[config.mk]
export PLATFORM = sky130hd
export DESIGN_NAME = jtframe_rom_dwnld_flat
export DESIGN_NICKNAME = d
export VERILOG_FILES = /design/src/rtl/jtframe_rom_dwnld_if.sv /design/src/rtl/jtframe_rom_dwnld.sv /design/src/flat_wrapper.sv
export SDC_FILE = /design/constraint.sdc
export NUM_CORES = 1
export LEC_CHECK = 0
export BUFFER_PORTS_ARGS = -buffer_cell sky130_fd_sc_hd__buf_2
export CORE_ASPECT_RATIO = 1.2
export CORE_MARGIN = 3
export CORE_UTILIZATION = 54
export CTS_BUF_LIST = sky130_fd_sc_hd__clkbuf_8
export DETAILED_ROUTE_END_ITERATION = 12
export PLACE_DENSITY = 0.88
export REMOVE_ABC_BUFFERS = 1
export SLEW_MARGIN = 20
export SYNTH_ARGS = -nofsm -noshare
export SYNTH_HDL_FRONTEND = slang
export SYNTH_SLANG_ARGS = --single-unit
[constraint.sdc]
create_clock -name clk_rom -period 2.9 [get_ports clk_rom]
set_input_delay 0.145 -clock clk_rom [delete_from_list [all_inputs] [get_ports clk_rom]]
set_output_delay 0.145 -clock clk_rom [all_outputs]
set_load 0.05 [all_outputs]
[src/rtl/jtframe_rom_dwnld_if.sv]
// Bundle of ioctl byte-stream, SDRAM programming and status signals.
// master: download host / SDRAM side; slave: the download sequencer.
interface jtframe_rom_dwnld_if;
    logic        downloading;
    logic [21:0] ioctl_addr;
    logic [7:0]  ioctl_data;
    logic        ioctl_wr;
    logic [21:0] prog_addr;
    logic [7:0]  prog_data;
    logic [1:0]  prog_mask;
    logic        prog_we;
    logic        prog_ack;
    logic        prom_we;
    logic [11:0] prom_addr;
    logic [1:0]  region;
    logic        overrun;
    logic        dwnld_done;

    modport master (
        output downloading, ioctl_addr, ioctl_data, ioctl_wr, prog_ack,
        input  prog_addr, prog_data, prog_mask, prog_we,
        input  prom_we, prom_addr, region, overrun, dwnld_done
    );

    modport slave (
        input  downloading, ioctl_addr, ioctl_data, ioctl_wr, prog_ack,
        output prog_addr, prog_data, prog_mask, prog_we,
        output prom_we, prom_addr, region, overrun, dwnld_done
    );
endinterface

[src/rtl/jtframe_rom_dwnld.sv]
// ROM download sequencer: remaps ioctl bytes to SDRAM words with lane masks,
// one-word buffer behind the ack handshake, sticky overrun, end-of-transfer pulse.
// Ports: clk_rom, rst (synchronous, active high), bus (jtframe_rom_dwnld_if.slave).
// Macro JTFRAME_DWNLD_PROM_EN diverts bytes at/above PROM_START to prom_we/prom_addr.
module jtframe_rom_dwnld #(
    parameter int          SWAB        = 0,
    parameter logic [21:0] REG1_START  = 22'h10000,
    parameter logic [21:0] REG2_START  = 22'h20000,
    parameter logic [21:0] REG3_START  = 22'h30000,
    parameter logic [21:0] REG1_OFFSET = 22'h10000,
    parameter logic [21:0] REG2_OFFSET = 22'h20000,
    parameter logic [21:0] REG3_OFFSET = 22'h30000,
    parameter logic [21:0] PROM_START  = 22'h3F000
) (
    input  logic                clk_rom,
    input  logic                rst,
    jtframe_rom_dwnld_if.slave  bus
);
`ifdef JTFRAME_DWNLD_PROM_EN
    localparam bit PROM_EN = 1'b1;
`else
    localparam bit PROM_EN = 1'b0;
`endif

    typedef enum logic [1:0] {IDLE, REQ, GAP, FLUSH} state_t;

    typedef struct packed {
        logic [21:0] addr;
        logic [7:0]  data;
        logic [1:0]  mask;
    } word_t;

    localparam word_t WORD_RST = '{addr: 22'd0, data: 8'd0, mask: 2'b11};

    state_t      state, n_state;
    word_t       cur_q, n_cur, buf_q, n_buf, new_w;
    logic        we_q, n_we, buf_v, n_buf_v;
    logic [1:0]  region_q, n_region, k;
    logic        ovr_q, n_ovr, done_q, n_done, dl_q;
    logic        prom_we_q, n_prom_we;
    logic [11:0] prom_addr_q, n_prom_addr;
    logic [21:0] start, offset;
    logic [1:0]  lane;
    logic        is_prom, acc, retire, dl_fall, dl_rise;

    // Region decode and word address/lane for the incoming byte
    always_comb begin
        k      = 2'd0;
        start  = 22'd0;
        offset = 22'd0;
        if (bus.ioctl_addr >= REG1_START) begin
            k = 2'd1; start = REG1_START; offset = REG1_OFFSET;
        end
        if (bus.ioctl_addr >= REG2_START) begin
            k = 2'd2; start = REG2_START; offset = REG2_OFFSET;
        end
        if (bus.ioctl_addr >= REG3_START) begin
            k = 2'd3; start = REG3_START; offset = REG3_OFFSET;
        end
        lane       = bus.ioctl_addr[0] ? 2'b01 : 2'b10;
        new_w.addr = offset + ((bus.ioctl_addr - start) >> 1);
        new_w.data = bus.ioctl_data;
        new_w.mask = (SWAB != 0) ? ~lane : lane;
    end

    assign is_prom = PROM_EN && (bus.ioctl_addr >= PROM_START);
    assign acc     = bus.ioctl_wr & bus.downloading & ~is_prom;
    assign retire  = we_q & bus.prog_ack;
    assign dl_fall = dl_q & ~bus.downloading;
    assign dl_rise = ~dl_q & bus.downloading;

    always_comb begin
        n_state     = state;
        n_cur       = cur_q;
        n_we        = we_q;
        n_buf       = buf_q;
        n_buf_v     = buf_v;
        n_region    = region_q;
        n_ovr       = ovr_q & ~dl_rise;
        n_done      = 1'b0;
        n_prom_we   = PROM_EN & bus.ioctl_wr & bus.downloading & is_prom;
        n_prom_addr = prom_addr_q;
        if (n_prom_we)
            n_prom_addr = 12'(bus.ioctl_addr - PROM_START);
        unique case (state)
            IDLE: if (acc) begin
                n_cur    = new_w;
                n_we     = 1'b1;
                n_region = k;
                n_state  = REQ;
            end
            REQ: begin
                if (retire) begin
                    n_we    = 1'b0;
                    n_state = GAP;
                end
                if (acc) begin
                    if (buf_v) n_ovr = 1'b1;
                    else begin
                        n_buf    = new_w;
                        n_buf_v  = 1'b1;
                        n_region = k;
                    end
                end
            end
            GAP: begin
                if (buf_v) begin
                    n_cur   = buf_q;
                    n_we    = 1'b1;
                    n_buf_v = 1'b0;
                    n_state = REQ;
                    if (acc) n_ovr = 1'b1;
                end else if (acc) begin
                    // Empty buffer: the new byte issues straight after the gap
                    n_cur    = new_w;
                    n_we     = 1'b1;
                    n_region = k;
                    n_state  = REQ;
                end else begin
                    n_state = IDLE;
                end
            end
            FLUSH: begin
                if (retire) n_we = 1'b0;
                else if (!we_q && buf_v) begin
                    n_cur   = buf_q;
                    n_we    = 1'b1;
                    n_buf_v = 1'b0;
                end else if (!we_q) begin
                    n_state = IDLE;
                    n_done  = 1'b1;
                end
            end
        endcase
        if (dl_fall && state != FLUSH) begin
            if (we_q || buf_v) n_state = FLUSH;
            else n_done = 1'b1;
        end
    end

    always_ff @(posedge clk_rom) begin
        if (rst) begin
            state       <= IDLE;
            cur_q       <= WORD_RST;
            buf_q       <= WORD_RST;
            we_q        <= 1'b0;
            buf_v       <= 1'b0;
            region_q    <= 2'd0;
            ovr_q       <= 1'b0;
            done_q      <= 1'b0;
            dl_q        <= 1'b0;
            prom_we_q   <= 1'b0;
            prom_addr_q <= 12'd0;
        end else begin
            state       <= n_state;
            cur_q       <= n_cur;
            buf_q       <= n_buf;
            we_q        <= n_we;
            buf_v       <= n_buf_v;
            region_q    <= n_region;
            ovr_q       <= n_ovr;
            done_q      <= n_done;
            dl_q        <= bus.downloading;
            prom_we_q   <= n_prom_we;
            prom_addr_q <= n_prom_addr;
        end
    end

    assign bus.prog_addr  = cur_q.addr;
    assign bus.prog_data  = cur_q.data;
    assign bus.prog_mask  = cur_q.mask;
    assign bus.prog_we    = we_q;
    assign bus.prom_we    = prom_we_q;
    assign bus.prom_addr  = prom_addr_q;
    assign bus.region     = region_q;
    assign bus.overrun    = ovr_q;
    assign bus.dwnld_done = done_q;
endmodule

[src/flat_wrapper.sv]
// flat-port wrapper written by rule: the top's interface ports become plain ports
module jtframe_rom_dwnld_flat 
#(
    parameter int          SWAB        = 0,
    parameter logic [21:0] REG1_START  = 22'h10000,
    parameter logic [21:0] REG2_START  = 22'h20000,
    parameter logic [21:0] REG3_START  = 22'h30000,
    parameter logic [21:0] REG1_OFFSET = 22'h10000,
    parameter logic [21:0] REG2_OFFSET = 22'h20000,
    parameter logic [21:0] REG3_OFFSET = 22'h30000,
    parameter logic [21:0] PROM_START  = 22'h3F000
)
  (clk_rom, rst, bus_downloading, bus_ioctl_addr, bus_ioctl_data, bus_ioctl_wr, bus_prog_ack, bus_prog_addr, bus_prog_data, bus_prog_mask, bus_prog_we, bus_prom_we, bus_prom_addr, bus_region, bus_overrun, bus_dwnld_done);
  jtframe_rom_dwnld_if bus_i ();
  input  logic clk_rom;
  input  logic rst;
  input wire logic [$bits(bus_i.downloading)-1:0] bus_downloading;
  input wire logic [$bits(bus_i.ioctl_addr)-1:0] bus_ioctl_addr;
  input wire logic [$bits(bus_i.ioctl_data)-1:0] bus_ioctl_data;
  input wire logic [$bits(bus_i.ioctl_wr)-1:0] bus_ioctl_wr;
  input wire logic [$bits(bus_i.prog_ack)-1:0] bus_prog_ack;
  output wire logic [$bits(bus_i.prog_addr)-1:0] bus_prog_addr;
  output wire logic [$bits(bus_i.prog_data)-1:0] bus_prog_data;
  output wire logic [$bits(bus_i.prog_mask)-1:0] bus_prog_mask;
  output wire logic [$bits(bus_i.prog_we)-1:0] bus_prog_we;
  output wire logic [$bits(bus_i.prom_we)-1:0] bus_prom_we;
  output wire logic [$bits(bus_i.prom_addr)-1:0] bus_prom_addr;
  output wire logic [$bits(bus_i.region)-1:0] bus_region;
  output wire logic [$bits(bus_i.overrun)-1:0] bus_overrun;
  output wire logic [$bits(bus_i.dwnld_done)-1:0] bus_dwnld_done;
  assign bus_i.downloading = bus_downloading;
  assign bus_i.ioctl_addr = bus_ioctl_addr;
  assign bus_i.ioctl_data = bus_ioctl_data;
  assign bus_i.ioctl_wr = bus_ioctl_wr;
  assign bus_i.prog_ack = bus_prog_ack;
  assign bus_prog_addr = bus_i.prog_addr;
  assign bus_prog_data = bus_i.prog_data;
  assign bus_prog_mask = bus_i.prog_mask;
  assign bus_prog_we = bus_i.prog_we;
  assign bus_prom_we = bus_i.prom_we;
  assign bus_prom_addr = bus_i.prom_addr;
  assign bus_region = bus_i.region;
  assign bus_overrun = bus_i.overrun;
  assign bus_dwnld_done = bus_i.dwnld_done;
  jtframe_rom_dwnld #(.SWAB(SWAB), .REG1_START(REG1_START), .REG2_START(REG2_START), .REG3_START(REG3_START), .REG1_OFFSET(REG1_OFFSET), .REG2_OFFSET(REG2_OFFSET), .REG3_OFFSET(REG3_OFFSET), .PROM_START(PROM_START)) u_core (.clk_rom(clk_rom), .rst(rst), .bus(bus_i));
endmodule
Yosys cells after proc, flatten, opt, wreduce, memory -nomap -nowiden:

Index checks and enable logic that the tools add are counted.

* bits in read-only memories: 0
* bits in latches: 0
* memories: 0
* output and inout port bits: 50
* register bits: 73
* memory bits (writable): 0
* word-level logic and storage cells: 99

* multiplexer cells: 48
* add/subtract/negate cells: 2
* order comparisons: 3
* shift-type cells: 0
* divide/modulo/power cells: 0
* bitwise operators: 9
* $mul: 0
* reductions and logical operators: 13
* eq/ne operators: 11

Operators with widths (count)
* two-way mux 32 bit: 4
* case mux 32 bit (3 select lines): 1
* greater-or-equal comparator 22 x 18 -> 1 bit, second input constant: 2
* two-way mux 22 bit: 2
* two-way mux 2 bit: 15
* adder 22 x 21 -> 22 bit: 1
* greater-or-equal comparator 22 x 17 -> 1 bit, second input constant: 1
* subtractor 22 bit: 1
* two-way mux 1 bit: 20
* two-way mux 17 bit: 1
* nonzero test 3 bit: 3
* != test 2 bit, second input constant: 4
* case mux 2 bit (4 select lines): 1
* AND reduction 4 bit: 2
* != test 2 x 1 -> 1 bit, second input constant: 3
* case mux 2 bit (3 select lines): 1
* AND reduction 3 bit: 2
* AND 1 bit: 5
* == test 2 bit, second input constant: 2
* inverter 1 bit: 4
* case mux 1 bit (4 select lines): 1
* != test 3 x 1 -> 1 bit, second input constant: 1
* case mux 1 bit (3 select lines): 1
* == test 2 x 1 -> 1 bit, second input constant: 1
* 6 further kinds: 7

Depth between registers and ports, before layout:

* depth after elaboration: 9
* mapped depth: 13
* gate-level depth less buffers: 13

Least setup slack after synthesis:

Ideal clock, no wire load.

* path type: in2reg
* from: in bus_ioctl_addr[21]
* to: reg u_core.cur_q (netlist bit u_core.bus.prog_addr[20])
* buffers on the path: 0
* data required time: 2.780 ns
* arrival: 2.394 ns
* library setup time: 0.120 ns
* stages on the path: 13
* path slack: 0.386 ns
* cell sequence: nor4_1 > nand2_1 > ha_1 > inv_1 > ha_1 > nor2_1 > a21oi_2 > and2_1 > ha_1 > inv_1 > a221oi_2 > nand4b_1 > nand3_1

* cells in the longest elaborated chain, start to end: 9
* elaborated cells between the ends (all ways): 11
* classes of those cells: 2 x add/sub; 3 x order compare; 6 x mux

RTL lines
* from (decl): line flat_wrapper.sv:18 `input wire logic [$bits(bus_i.ioctl_addr)-1:0] bus_ioctl_addr;`
* greater-or-equal comparator 22 x 17 -> 1 bit: line jtframe_rom_dwnld.sv:51 `if (bus.ioctl_addr >= REG1_START) begin`
* two-way mux 17 bit: line jtframe_rom_dwnld.sv:51
* two-way mux 22 bit: line jtframe_rom_dwnld.sv:54 `if (bus.ioctl_addr >= REG2_START) begin`
* two-way mux 22 bit: line jtframe_rom_dwnld.sv:57 `if (bus.ioctl_addr >= REG3_START) begin`
* subtractor 22 bit: line jtframe_rom_dwnld.sv:61 `new_w.addr = offset + ((bus.ioctl_addr - start) >> 1);`
* adder 22 x 21 -> 22 bit (*): line jtframe_rom_dwnld.sv:61
* two-way mux 32 bit (*): line jtframe_rom_dwnld.sv:86, jtframe_rom_dwnld.sv:113
* two-way mux 32 bit: line jtframe_rom_dwnld.sv:107 `if (buf_v) begin`
* case mux 32 bit (3 select lines) (*): line jtframe_rom_dwnld.sv:85 `unique case (state)`
* to (signal assigned): line jtframe_rom_dwnld.sv:156 `cur_q <= n_cur;`
* to (decl): line jtframe_rom_dwnld.sv:36 `word_t cur_q, n_cur, buf_q, n_buf, new_w;`

Every way passes the cells marked *; elsewhere a longest branch is shown, timed or not.
A chain may end at the register's enable or synchronous reset.

Worst setup path after layout:

* from: in bus_ioctl_addr[20]
* to: reg u_core.cur_q (netlist bit u_core.bus.prog_addr[20])

Same word-level chain as after synthesis.

==> reports/results.ini <==
[outcome]
outcome = finished clean

[sta]
fin_setup_tns_ps = 0
maxSlewViolCount = 0
maxSlewHeadroom = 0.431
setup_slack_ps = 512
setup_viol = 0
hold_slack_ps = 45.7
tightest_slew_ps = 854
fmax_mhz = 419
period_share = 0.823
fin_skew_ps = 4.42
hold_viol = 0
rsz0062_at_grt = no
period_needed_ps = 2390

[route]
avgViaCountPerCell = 5.93
drtPass1Iterations = 5
ant_nets = 0
vias = 3846
routed_wl_um = 9840
wl_per_cell_um = 15.2
drtIter0Drc = 344
drc = 0

[floorplanning]
start_util = 0.566
die_x_um = 81.7
io_pins = 85
die-area_um2 = 7910
core_area_um2 = 6570
die_y_um = 96.8
rows = 32

[place]
dp_hpwl_um = 6670
post_dp_cell_area_um2 = 4100
place_ws_ps = 176
finalWeightedCongestion = 0.902
place_inst = 633
io_buffers = 71

[worst_setup_path]
r2r_start = u_core.state[0]
required_ps = 3140
crit_fanout = 6
critPathLaunchType = input port
endpoint_kind = register
cp_data_arrival_time_ps = 2620
cp-startpoint = bus_ioctl_addr[20]
crit_type = input port to register

[yosys]
async_flop_share = 0
synth-edff-count = 0
syn_area_per_cell_um2 = 7.43
yosysWarnings = 0
synth_most_common_cell = a21oi_1
syn_inst = 500
yosysTopAreaCell = dfxtp_1
ys_top_cells_by_count = a21oi_1 (85), dfxtp_1 (73), nor2_1 (67), nand2_1 (66), nor3_1 (25)
synth_top_area_share = 0.394
ys_types = 54
ys_seq_elements = 73
ys.flop_type = dfxtp_1
syn_area_um2 = 3710
synth_area_leaders = dfxtp_1 (39%), a21oi_1 (11%), nor2_1 (6.8%)
ys_seq_area_frac = 0.394

[clock_tree]
post-cts-setup-buffer-count = 0
cts_sinks = 73
cts_root_buf = clkbuf_8
numCtsBuffers = 9
cts_max_level = 3
cts_resized = 0
cts_tree = built
hold_buffers = 0
clockBufferDepth = 2
clock_latency_ps = 340
path_clk_slew_ps = 80

[hold_path]
hold_start = bus_ioctl_data[5]
hp-class = input port to register

[finish]
drive_above_1_share = 0.199
stdcell_area_um2 = 4340
instances_no_fill = 649
postLayoutCoreUtil = 0.661
syn2layout_area_growth_pct = 16.9
num-nets-final = 602
antenna_cells = 0

[power]
p_leak_nw = 1.85
power.density_nw_per_um2 = 721
irDropWorstVdd_uv = 479
p_total_mw = 3.13

[global_routing]
overflow = 0
grt_pass1_vias = 3485
grt_pass1_wl_um = 15800
grt_max_degree = 47
grt_antenna_before_repair = 0
track_usage = 0.245

[run]
cap_violations = 0

==> path summary, 6_finish.rpt <==
kind         cells past startpoint                  endpoint  slack (ps)
max                             14  u_core.bus.prog_addr[20]         510
min                              3           u_core.buf_q[7]          50
max reg2reg                      8   u_core.bus.prog_data[7]         700
min reg2reg                      2      u_core.bus.region[1]         460
==> power breakdown <==
group | switching [mW] | internal [mW] | total (mW) | leakage, nW
Combinational | 0.688 | 0.282 | 0.971 | 1.12
Sequential | 0.0904 | 1.10 | 1.19 | 0.596
Clock | 0.376 | 0.592 | 0.968 | 0.129
==> critical path: stages <==
cell,delay [ps]
buf_2,140
nor4_1,370
nand2_1,170
ha_1,220
inv_1,100
ha_1,230
nor2_1,70
a21oi_2,220
and2_1,160
ha_1,130
inv_1,50
a221oi_2,370
nand4b_1,170
nand3_1,80
==> final cells by class <==
cell class / instances / area [µm²]
clock inverters: 6 / 106
multi-input cells: 379 / 2030
repair buffers: 86 / 468
inverters: 10 / 37.5
clock buffers: 10 / 138
well taps: 85 / 106
flip-flops and latches: 73 / 1460
fillers: 562 / 2220
==> kinds of logic after synthesis <==
group	share of synthesized area
compound gates	0.259
simple gates	0.227
xor+xnor	0.00708
buf+inv	0.0775
mux	0.00809
fa+ha+maj	0.0270
flops	0.394
other cells	0.00101
==> cell usage in the layout (no fill, tap or decap), drive strengths merged, types with 8 or more instances in the layout <==
master	instances
buf	86
conb	13
clkbuf	10
nor3	25
nor2	67
nand2	67
dfxtp	73
ha	8
a21oi	87
inv	13
o21ai	34
==> flip-flops by register name, indices dropped and copies added (netlist names) <==
register and flops:
u_core.bus.dwnld_done 1, u_core.dl_q 1, u_core.bus.prog_addr 22, u_core.buf_q 32, u_core.state 2, u_core.bus.prog_we 1
u_core.buf_v 1, u_core.bus.region 2, u_core.bus.overrun 1, u_core.bus.prog_data 8, u_core.bus.prog_mask 2
==> routing by layer <==
metal	share of wire	GRT usage
met1	0.41	0.323
met2	0.49	0.388
met3	0.078	0.0531
met4	0.021	0.0934
met5	0	0
Power figures use the tool's default switching activity.
